$ cat src/rtl/csi_lane_deskew.sv
// CSI-2 lane deskew/merge: measures per-packet lane arrival skew and delays
// early lanes so every enabled lane is presented in one registered word.

module csi_deskew_lane #(
  parameter int DEPTH = 3,
  parameter int SKW_W = 4
) (
  input  logic             clk_i,
  input  logic             reset_i,
  input  logic [7:0]       byte_i,
  input  logic             valid_i,
  input  logic [SKW_W-1:0] dly,
  output logic [7:0]       tap_byte,
  output logic             tap_vld
);
  logic [DEPTH-1:0][7:0] sh;
  logic [DEPTH-1:0]      vsh;

  always_ff @(posedge clk_i or posedge reset_i) begin
    if (reset_i) begin
      sh  <= '0;
      vsh <= '0;
    end else begin
      sh[0]  <= byte_i;
      vsh[0] <= valid_i;
      for (int j = 1; j < DEPTH; j++) begin
        sh[j]  <= sh[j-1];
        vsh[j] <= vsh[j-1];
      end
    end
  end

  // dly==0 taps the live input; out-of-range delays read as empty
  always_comb begin
    tap_byte = 8'h00;
    tap_vld  = 1'b0;
    if (dly == '0) begin
      tap_byte = byte_i;
      tap_vld  = valid_i;
    end
    for (int j = 1; j <= DEPTH; j++) begin
      if (dly == SKW_W'(j)) begin
        tap_byte = sh[j-1];
        tap_vld  = vsh[j-1];
      end
    end
  end
endmodule

module csi_lane_deskew #(
  parameter int LANES = 4,
  parameter int DEPTH = 3,
  parameter int SKW_W = 4
) (
  input  logic               clk_i,
  input  logic               reset_i,
  input  logic [LANES-1:0]   lane_enable_i,
  input  logic [LANES-1:0]   bytes_valid_i,
  input  logic [8*LANES-1:0] byte_i,
  output logic [8*LANES-1:0] lane_byte_o,
  output logic               lane_valid_o,
  output logic [SKW_W-1:0]   skew_o,
  output logic               skew_err_o
);
  localparam int REF_W = (LANES > 1) ? $clog2(LANES) : 1;

  typedef enum logic [1:0] {S_IDLE, S_ALIGN, S_STREAM, S_FLUSH} state_t;

  state_t                      state;
  logic [LANES-1:0]            en, arrived, en_cur, act, newl, vtap;
  logic [LANES-1:0][SKW_W-1:0] offset, off_nxt, dly;
  logic [LANES-1:0][7:0]       tap;
  logic [SKW_W-1:0]            cnt, k, maxskew, msk_nxt;
  logic [REF_W-1:0]            ref_q, ref_new, ref_cur;
  logic                        done, all_vt, ref_vld;

  for (genvar l = 0; l < LANES; l++) begin : g_lane
    csi_deskew_lane #(.DEPTH(DEPTH), .SKW_W(SKW_W)) u_lane (
      .clk_i    (clk_i),
      .reset_i  (reset_i),
      .byte_i   (byte_i[8*l +: 8]),
      .valid_i  (bytes_valid_i[l]),
      .dly      (dly[l]),
      .tap_byte (tap[l]),
      .tap_vld  (vtap[l])
    );
  end

  // Offsets/maxskew are looked at one edge early so the word whose ref byte
  // completes alignment is already tapped correctly on that same edge.
  always_comb begin
    en_cur  = (state == S_IDLE) ? lane_enable_i : en;
    act     = bytes_valid_i & en_cur;
    k       = cnt + 1'b1;
    newl    = (state == S_IDLE) ? act : (act & ~arrived);
    done    = (state == S_IDLE) ? (act == en_cur) : ((arrived | newl) == en_cur);
    off_nxt = offset;
    msk_nxt = maxskew;
    ref_new = '0;
    if (state == S_IDLE) begin
      off_nxt = '0;
      msk_nxt = '0;
    end else if (state == S_ALIGN) begin
      for (int l = 0; l < LANES; l++)
        if (newl[l]) off_nxt[l] = k;
      if (done) msk_nxt = k;
    end
    for (int l = LANES-1; l >= 0; l--)
      if (newl[l]) ref_new = REF_W'(l);
    ref_cur = (state == S_STREAM) ? ref_q : ref_new;
    ref_vld = 1'b0;
    for (int l = 0; l < LANES; l++)
      if (ref_cur == REF_W'(l)) ref_vld = bytes_valid_i[l];
    for (int l = 0; l < LANES; l++)
      dly[l] = msk_nxt - off_nxt[l];
    all_vt = &(vtap | ~en_cur);
  end

  always_ff @(posedge clk_i or posedge reset_i) begin
    if (reset_i) begin
      state        <= S_IDLE;
      en           <= '0;
      arrived      <= '0;
      offset       <= '0;
      cnt          <= '0;
      maxskew      <= '0;
      ref_q        <= '0;
      lane_byte_o  <= '0;
      lane_valid_o <= 1'b0;
      skew_o       <= '0;
      skew_err_o   <= 1'b0;
    end else begin
      skew_err_o <= 1'b0;
      for (int l = 0; l < LANES; l++)
        lane_byte_o[8*l +: 8] <= en_cur[l] ? tap[l] : 8'h00;
      case (state)
        S_IDLE: begin
          en           <= lane_enable_i;
          lane_valid_o <= 1'b0;
          if (act != '0) begin
            cnt     <= '0;
            offset  <= off_nxt;
            arrived <= act;
            if (done) begin
              maxskew      <= '0;
              skew_o       <= '0;
              ref_q        <= ref_new;
              lane_valid_o <= 1'b1;
              state        <= S_STREAM;
            end else begin
              state <= S_ALIGN;
            end
          end
        end
        S_ALIGN: begin
          cnt          <= k;
          offset       <= off_nxt;
          arrived      <= arrived | newl;
          lane_valid_o <= 1'b0;
          if (done) begin
            maxskew      <= k;
            skew_o       <= k;
            ref_q        <= ref_new;
            lane_valid_o <= 1'b1;
            state        <= S_STREAM;
          end else if (k == SKW_W'(DEPTH)) begin
            skew_err_o <= 1'b1;
            state      <= S_FLUSH;
          end
        end
        S_STREAM: begin
          // an early lane whose delayed valid already dropped is a mismatch too
          if (ref_vld && all_vt) begin
            lane_valid_o <= 1'b1;
          end else begin
            lane_valid_o <= 1'b0;
            if (ref_vld || act != '0) begin
              skew_err_o <= 1'b1;
              state      <= S_FLUSH;
            end else begin
              state <= S_IDLE;
            end
          end
        end
        S_FLUSH: begin
          lane_valid_o <= 1'b0;
          if (act == '0) state <= S_IDLE;
        end
        default: state <= S_IDLE;
      endcase
    end
  end
endmodule
$ cat config.mk
export PLATFORM = sky130hd
export DESIGN_NAME = csi_lane_deskew
export DESIGN_NICKNAME = d
export VERILOG_FILES = /design/src/rtl/csi_lane_deskew.sv
export SDC_FILE = /design/constraint.sdc
export NUM_CORES = 1
export LEC_CHECK = 0
export BUFFER_PORTS_ARGS = -buffer_cell sky130_fd_sc_hd__clkbuf_2
export CORE_ASPECT_RATIO = 0.8
export CORE_MARGIN = 8
export CORE_UTILIZATION = 53
export CTS_CLUSTER_DIAMETER = 120
export CTS_CLUSTER_SIZE = 30
export DETAILED_ROUTE_END_ITERATION = 12
export HOLD_SLACK_MARGIN = 0.12
export PLACE_DENSITY = 0.72
export SETUP_SLACK_MARGIN = 0.02
export SLEW_MARGIN = 40
export SYNTH_ARGS = -nofsm -noshare
export SYNTH_HDL_FRONTEND = slang
export SYNTH_SLANG_ARGS = --single-unit
$ cat constraint.sdc
create_clock -name clk_i -period 8.4 [get_ports clk_i]
set_clock_uncertainty 0.2 [all_clocks]
set_input_delay 1.26 -clock clk_i [delete_from_list [all_inputs] [get_ports clk_i]]
set_output_delay 1.26 -clock clk_i [all_outputs]
set_load 0.01 [all_outputs]
# After elaboration in Yosys (flattened, before gate mapping)
# Cells that the tools add are included.
# totals
word_cells,172
reg_bits,182
out_inout_bits,38
inputBits,42
# classes
reduce_logical,16
bitwise_logic,6
n_mux,88
addsub,5
n_eq_ne,27
# ops
operator,count
8-bit two-way mux,20
4-bit two-way mux,14
16-bit two-way mux,3
4-bit by 2-bit equality test with 1-bit output (second input constant),9
16-bit one-hot mux with 2 select lines,1
4-bit one-hot mux with 2 select lines,4
1-bit two-way mux,28
2-bit two-way mux,14
4-bit zero test,5
4-bit by 1-bit equality test with 1-bit output (second input constant),4
4-bit subtractor,4
4-bit AND reduction,3
4-bit AND,2
2-bit equality test (second input constant),4
4-bit equality test,2
2-bit != test (second input constant),4
4-bit NOT,2
4-bit bitwise OR,2
2-bit one-hot mux with 4 select lines,1
4-bit by 1-bit adder with 4-bit output (second input constant),1
2-bit by 1-bit equality test with 1-bit output (second input constant),2
2-bit zero test,2
1-bit one-hot mux with 4 select lines,1
2-bit one-hot mux with 2 select lines,1
other kinds (9),9

# Depth between registers and ports, before layout
# Gate-level depths: netlist of run 1.
# depth
word_depth,22
depth_mapped,20
depth_no_buf,18

# Modules after synthesis
# Synthesis of run 1 repeated with hierarchy kept, for this count alone.
# hier_totals
cells_unflattened,661
area_unflattened_um2,8046.5
# modules_own_cells
mod,area_per_inst_um2,instances,cells_each
csi_lane_deskew,4162.7,1,417
csi_deskew_lane,970.9,4,61

# Worst setup path before layout of run 1
# No wires, ideal clock.
# synth_timing
path_type,in2reg
start,in bytes_valid_i[2]
end,reg state[1]
t_required_ns,8.075
stages,15
arrival_ns,5.193
setup_slack_ns,2.882
setup_ns,0.125
n_path_buf,2
path_cell_list,buf_2 -> nor2b_1 -> o41a_1 -> nor4_4 -> o211ai_1 -> ha_1 -> fa_1 -> clkbuf_1 -> mux4_2 -> nand3_1 -> or3b_1 -> o211a_2 -> nor4_2 -> nor2_1 -> mux2_4
# synth_between
elab_chain_len,20
word_cells_on_any_way,78
classes_between,4 x add/sub; 21 x eq/ne; 38 x mux; 4 x bitwise; 11 x reduce/logical
# synth_rtl
element,line,text
from (decl),58,"input logic [LANES-1:0] bytes_valid_i,"
4-bit AND,93,act = bytes_valid_i & en_cur;
4-bit AND,95,newl = (state == S_IDLE) ? act : (act & ~arrived);
4-bit two-way mux,95,
4-bit bitwise OR,96,done = (state == S_IDLE) ? (act == en_cur) : ((arrived | newl) == en_cur);
4-bit equality test,96,
1-bit two-way mux,96,
4-bit two-way mux,106,if (done) msk_nxt = k;
4-bit two-way mux,103,end else if (state == S_ALIGN) begin
[... 2 more ...],--,
4-bit zero test,37,if (dly == '0) begin
1-bit two-way mux,37,
1-bit two-way mux (3 in a row),42,if (dly == SKW_W'(j)) begin
4-bit bitwise OR,116,all_vt = &(vtap | ~en_cur);
4-bit AND reduction,116,
1-bit logical AND,173,if (ref_vld && all_vt) begin
2-bit != test (no source line),--,
4-bit AND reduction (no source line),--,
to (signal assigned),121,state <= S_IDLE;
to (signal assigned),179,state <= S_FLUSH;
to (signal assigned),181,state <= S_IDLE;
to (decl),69,state_t state;
# Parallel ways exist; a longest one is shown, timed or not. The select of a mux whose other input is x is not followed.
# A chain may end at the register's enable or synchronous reset.

# Worst setup path in the final report of run 1
# Ends and elaborated chain as after synthesis.

==> results of run 1 <==
-- worst max-delay path by stage --
stage	slack, ns	endpoint
after floorplan	2.00	arrived[0]
after global placement	2.05	state[1]
after detailed placement	2.06	state[1]
after CTS	2.43	state[1]
after global routing	2.22	state[1]
final	2.41	state[1]
-- metal layers --
layer  up-vias  wire length, um  global-route usage
met1      2667             7460               0.239
li1       2295                -                   -
met3        27             1190              0.0582
met4         0              231              0.0557
met5         -                0                   0
met2       184             8660               0.306
-- area by class of cell --
type	instances	share of cell area
Multi-Input combinational cell	365	0.350
Sequential cell	182	0.500
Tap cell	189	0.0260
Inverter	18	0.00880
Timing Repair Buffer	84	0.0480
Clock inverter	11	0.0150
Clock buffer	21	0.0517
-- cell usage after synthesis (all sizes together) (5+ instances only) --
cell,n
nor4,5
mux2i,16
xnor2,8
nand2b,10
a211oi,7
nand3,14
a21oi,9
or3b,5
clkbuf,16
ha,18
o211ai,10
nor2,28
nor2b,41
mux4,29
buf,12
nand2,36
a2111oi,11
dfrtp,182
inv,17
o21ai,41
-- state kept, by name, summed over array words and instances (netlist names) --
signal	flops
arrived	4
cnt	4
en	4
g_lane.u_lane.sh	96
g_lane.u_lane.vsh	12
lane_byte_o	32
lane_valid_o	1
maxskew	4
offset	16
ref_q	2
skew_err_o	1
skew_o	4
state	2
-- worst reg2reg max path, cell delays in order (launching register included) --
cell and delay (ns):
dfrtp_1 0.41, inv_1 0.08, ha_1 0.34, buf_4 0.34
o41a_1 0.24, nor4_4 0.56, o211ai_1 0.36, ha_1 0.36
fa_1 0.86, mux4_2 0.34, nand3_1 0.07, or3b_1 0.38
o211a_2 0.17, nor4_2 0.43, nor2_1 0.15, mux2_4 0.32
-- through the flow --
step	setup WS (ns)	hold WS (ns)	area, um2	cells	power, mW
floorplan	2.00	0.146	7930	593	2.59
global placement	2.05	0.152	8480	838	2.99
detailed placement	2.06	0.154	8490	838	3.05
CTS	2.43	0.170	9090	870	3.89
global route	2.22	0.173	9100	870	4.09
finish	2.41	0.168	9100	870	3.87
-- report_power, final --
part           switching [mW]  internal, mW  leakage (nW)
clock                   0.347         0.469         0.297
sequential             0.0810          1.02          2.25
combinational            1.14         0.817          1.52
total                    1.57          2.30          4.06
-- cells in the final DEF, fill, tap and decap left out, drive strengths merged, types with 11 or more instances in the layout --
master	instances
dfrtp	182
mux2i	16
nor2	28
nand3	14
nand2	36
a2111oi	11
ha	18
clkbuf	100
nor2b	41
mux4	29
o21ai	41
inv	21
-- cell families after synthesis --
logic type / after synthesis / share of synthesized area
xor gates and xnor gates: 11 / 0.0121
AOI/OAI and AO/OA: 120 / 0.129
buffers and inverters: 46 / 0.0240
adders and majority gates: 22 / 0.0385
and+or+nand+nor: 165 / 0.115
muxes: 47 / 0.107
DFF: 182 / 0.574
==> results.sh, run 1 <==
export IMPL_arrival_ns=6.10
export IMPL_worstSkewPairLatency_ns=0.43
export IMPL_reg2reg_slack_ns=2.67
export IMPL_firstDrtPassIters=5
export IMPL_rr_worst_depth=15
export IMPL_grt_pass1_vias=5428
export IMPL_synthToLayoutAreaGrowth_pct=14.8
export IMPL_cp_depth=14
export IMPL_async_reset_ff_frac=1.00
export IMPL_die_w_um=153
export IMPL_cts_tree="built"
export IMPL_crit_start="bytes_valid_i[2]"
export IMPL_worst_setup_path_type="primary input to flop"
export IMPL_multi_input_comb_area_um2=3190
export IMPL_diodes=0
export IMPL_netlist_area_leader_share=0.574
export IMPL_via_per_inst=5.95
export IMPL_utilization=0.615
export IMPL_layout_worst_path_cycle_share=0.714
export IMPL_yosys_warnings=0
export IMPL_cts_root_buf="clkbuf_16"
export IMPL_grt_util_all_layers=0.188
export IMPL_synth_edf_count=0
export IMPL_syn_area_per_cell_um2=13.4
export IMPL_start_util=0.535
export IMPL_pin_count=80
export IMPL_num_vias=5173
export IMPL_reg2reg_to="state[1]"
export IMPL_synthFlopType="dfrtp_1"
export IMPL_power_density_nw_per_um2=425
export IMPL_cts_hold_buffers=0
export IMPL_dieHeight_um=125
export IMPL_cts_buffers=17
export IMPL_whs_path_depth=0
export IMPL_clock_sinks=182
export IMPL_htreeDepth=4
export IMPL_min_from="g_lane[1].u_lane.sh[7]"
export IMPL_routed_wirelength_um=17500
export IMPL_portBuffers=79
export IMPL_max_freq_mhz=167
export IMPL_synth_yosys_seq_area_share=0.574
export IMPL_nets=732
export IMPL_syn_instance_count=593
export IMPL_critical_path_max_fanout=10
export IMPL_crit_path_cell_trace="clkbuf_2 -> nor2b_1 -> o41a_1 -> nor4_4 -> o211ai_1 -> ha_1 -> fa_1 -> mux4_2 -> nand3_1 -> or3b_1 -> o211a_2 -> nor4_2 -> nor2_1 -> mux2_4"
export IMPL_drcViolationCount=0
export IMPL_synthTopCellsByArea="dfrtp_1 57%, mux4_2 7.7%, nor2b_1 3.2%"
export IMPL_regArea_um2=4550
export IMPL_grt_overflow=0
export IMPL_antenna_found_initial=0
export IMPL_syn_nets=657
export IMPL_synth_ff_latch_count=182
export IMPL_synthDistinctLibCells=70
export IMPL_reg2reg_from="state[0]"
export IMPL_cts_post_setup_buffers_inserted=0
export IMPL_max_stage_delay_ns=0.86
export IMPL_die_area_um2=19200
export IMPL_crit_path_end_kind="flop"
export IMPL_critPathBufInv=1
export IMPL_hpwl_um=11900
export IMPL_fillers=1118
export IMPL_cp_start_kind="primary input"
export IMPL_cts_resized=0
export IMPL_grt_setup_unrepaired="no"
export IMPL_syn_cell_area_um2=7930
export IMPL_fin_setup_tns_ns=0
export IMPL_coreArea_um2=14800
export IMPL_grt_max_degree=118
export IMPL_post_route_min_period_ns=5.99
export IMPL_clk_pin_slew_worst_paths_ns=0.07
export IMPL_place_gp_congestion=0.912
export IMPL_slew_headroom=0.466
export IMPL_routedWlPerCell_um=20.2
export IMPL_drive_gt1_frac=0.250
export IMPL_rows=40
export IMPL_grt_pass1_wl_um=28800
export IMPL_status="completed"
export IMPL_cts_path_max_buffers=2
export IMPL_cpLargestDelayFamily="simple AND/OR/NAND/NOR gates"
export IMPL_worstMarginPinSlew_ns=0.801
export IMPL_yosysTopAreaCell="dfrtp_1"
export IMPL_slew_viol_final=0
export IMPL_hp_class="flop to flop"
export IMPL_detailedRoute_firstIterationViolations=492
export IMPL_leakage_nw=4.06
export IMPL_antenna_left=0
export IMPL_cap_violations=0
export IMPL_hold_viol_final=0
export IMPL_critical_path_slowest_cell="fa_1"
export IMPL_setup_viol=0
export IMPL_peakVddDrop_uv=192
export IMPL_crit_required_ns=8.50
export IMPL_whs_endpoint="g_lane[1].u_lane.sh[15]"
Power figures use the tool's default switching activity.
==> run 2, diff against run 1 <==
PLACE_DENSITY = 0.75   (was 0.72)
clock period = 5.25 ns   (was 8.4 ns; I/O delays follow)
==> run 2 against run 1 <==
Against the previous run: global-route usage up 0.78 points; sequential power is 58% higher; clock power increased by 69%; final cell count increased by 2.9%; wire length is 1.4% higher; utilization grew 1.7 points; total power rose by 66%; setup slack worse by 2.1 ns; worst hold slack improved by 0.0011 ns; combinational power increased by 68%; sequential share of layout area is 1.4 points lower; largest cell class unchanged.
==> results.sh, run 2 (same netlist as run 1, synthesis figures left out) <==
export IMPL_numPlacedInstances=860
export IMPL_rr_worst_depth=19
export IMPL_grt_setup_unrepaired="no"
export IMPL_cts_root_buf="clkbuf_16"
export IMPL_layout_worst_path_cycle_share=0.934
export IMPL_whs_endpoint="g_lane[2].u_lane.sh[9]"
export IMPL_post_route_min_period_ns=4.90
export IMPL_min_from="g_lane[2].u_lane.sh[1]"
export IMPL_worst_setup_path_type="flop to flop"
export IMPL_reg2reg_slack_ns=0.35
export IMPL_routedWlPerCell_um=19.9
export IMPL_reg_largest_list="g_lane.u_lane.sh x96, lane_byte_o x32, offset x16"
export IMPL_portBuffers=79
export IMPL_nets=757
export IMPL_grt_pass1_wl_um=29800
export IMPL_fin_cells=895
export IMPL_grt_max_degree=112
export IMPL_setup_viol=0
export IMPL_htreeDepth=4
export IMPL_synthToLayoutAreaGrowth_pct=18.0
export IMPL_cts_tree="built"
export IMPL_hp_class="flop to flop"
export IMPL_power_density_nw_per_um2=686
export IMPL_grt_pass1_vias=5517
export IMPL_cap_violations=0
export IMPL_finalPower_mw=6.42
export IMPL_crit_required_ns=5.36
export IMPL_die_area_um2=19200
export IMPL_reg2reg_to="state[1]"
export IMPL_clk_pin_slew_worst_paths_ns=0.07
export IMPL_antenna_found_initial=0
export IMPL_finalInstanceArea_um2=9360
export IMPL_firstDrtPassIters=5
export IMPL_postPlaceCellArea_um2=8680
export IMPL_whs_path_depth=0
export IMPL_worstMarginPinSlew_ns=0.702
export IMPL_routed_wirelength_um=17800
export IMPL_regMostFlops="g_lane.u_lane.sh"
export IMPL_cp_start_kind="flop"
export IMPL_start_util=0.535
export IMPL_die_w_um=153
export IMPL_slew_viol_final=0
export IMPL_final_common_cell="dfrtp_1"
export IMPL_drive_gt1_frac=0.280
export IMPL_fin_ws_ns=0.345
export IMPL_peakVddDrop_uv=348
export IMPL_fin_setup_tns_ns=0
export IMPL_drcViolationCount=0
export IMPL_dieHeight_um=125
export IMPL_final_cell_mix="182 x dfrtp_1, 79 x clkbuf_2, 41 x o21ai_0"
export IMPL_reg2reg_from="state[0]"
export IMPL_status="completed"
export IMPL_cts_hold_buffers=0
export IMPL_place_gp_congestion=0.902
export IMPL_via_per_inst=5.73
export IMPL_cts_path_max_buffers=2
export IMPL_clock_sinks=182
export IMPL_rows=40
export IMPL_slew_headroom=0.528
export IMPL_diodes=0
export IMPL_arrival_ns=5.02
export IMPL_num_vias=5127
export IMPL_hpwl_um=12700
export IMPL_detailedRoute_firstIterationViolations=362
export IMPL_critical_path_max_fanout=16
export IMPL_max_freq_mhz=204
export IMPL_pin_count=80
export IMPL_coreArea_um2=14800
export IMPL_cts_buffers=17
export IMPL_grt_util_all_layers=0.196
export IMPL_pre_cts_ws_ns=0.0372
export IMPL_worstSkewPairLatency_ns=0.43
export IMPL_largest_reg_flops=96
export IMPL_grt_overflow=0
export IMPL_crit_path_end_kind="flop"
export IMPL_leakage_nw=4.20
export IMPL_antenna_left=0
export IMPL_hold_viol_final=0
[run 2: worst max-delay path by stage]
| stage | start | endpoint | slack (ns) | depth (start not counted) |
|---|---|---|---|---|
| 2_1_floorplan | bytes_valid_i[2] | state[1] | 0.20 | 15 |
| 3_3_place_gp | state[0] | state[1] | 0.17 | 15 |
| 4_1_cts | state[0] | state[1] | 0.13 | 18 |
| 5_1_grt | state[0] | state[1] | 0.05 | 19 |
| 3_5_place_dp | state[0] | state[1] | 0.04 | 15 |
| 6_report | state[0] | state[1] | 0.35 | 19 |
[run 2: area by class of cell]
type	count	area (um2)
tap	189	236
clock inverter	15	220
sequential	182	4550
clock buffer	17	425
timing repair buffer	109	653
fill	1111	5450
multi-input combinational	365	3200
inverter	18	71.3
[run 2: critical path, cell delays in order (launching register included)]
cell and delay [ns]:
dfrtp_1 0.42, inv_1 0.10, ha_2 0.29, or4b_1 0.61
and3_1 0.24, nand4_1 0.12, mux2_2 0.34, nand2_1 0.25
inv_1 0.18, ha_1 0.30, nor2b_1 0.12, o21ai_0 0.08
nand2b_1 0.12, nand3_1 0.07, or3b_1 0.37, o211a_2 0.16
nor4_2 0.26, buf_4 0.17, nor2_1 0.07, mux2_4 0.30
[run 2: per-layer routing]
layer	share of wire	vias up	global-route usage
li1	-	2348	-
met1	0.44	2606	0.257
met2	0.48	147	0.315
met3	0.056	26	0.0551
met4	0.018	0	0.0569
met5	0	-	0
[run 2: metrics by stage]
step           utilization  hold WS, ns
2_1_floorplan            -        0.146
3_3_place_gp         0.584        0.152
3_5_place_dp         0.586        0.156
4_1_cts              0.630        0.168
5_1_grt              0.632        0.182
6_report             0.632        0.169
[run 2: what timing repair did]
action	4_1_cts	5_1_grt
pin swaps	1	1
endpoints found under the setup margin	1	3
resized for setup	0	3
setup buffers	2	1
[run 2: report_power, final]
part / internal, mW / total (mW) / leakage (nW) / switching (mW)
Clock: 0.812 / 1.38 / 0.315 / 0.564
Combinational: 1.44 / 3.30 / 1.64 / 1.86
Sequential: 1.63 / 1.74 / 2.25 / 0.115
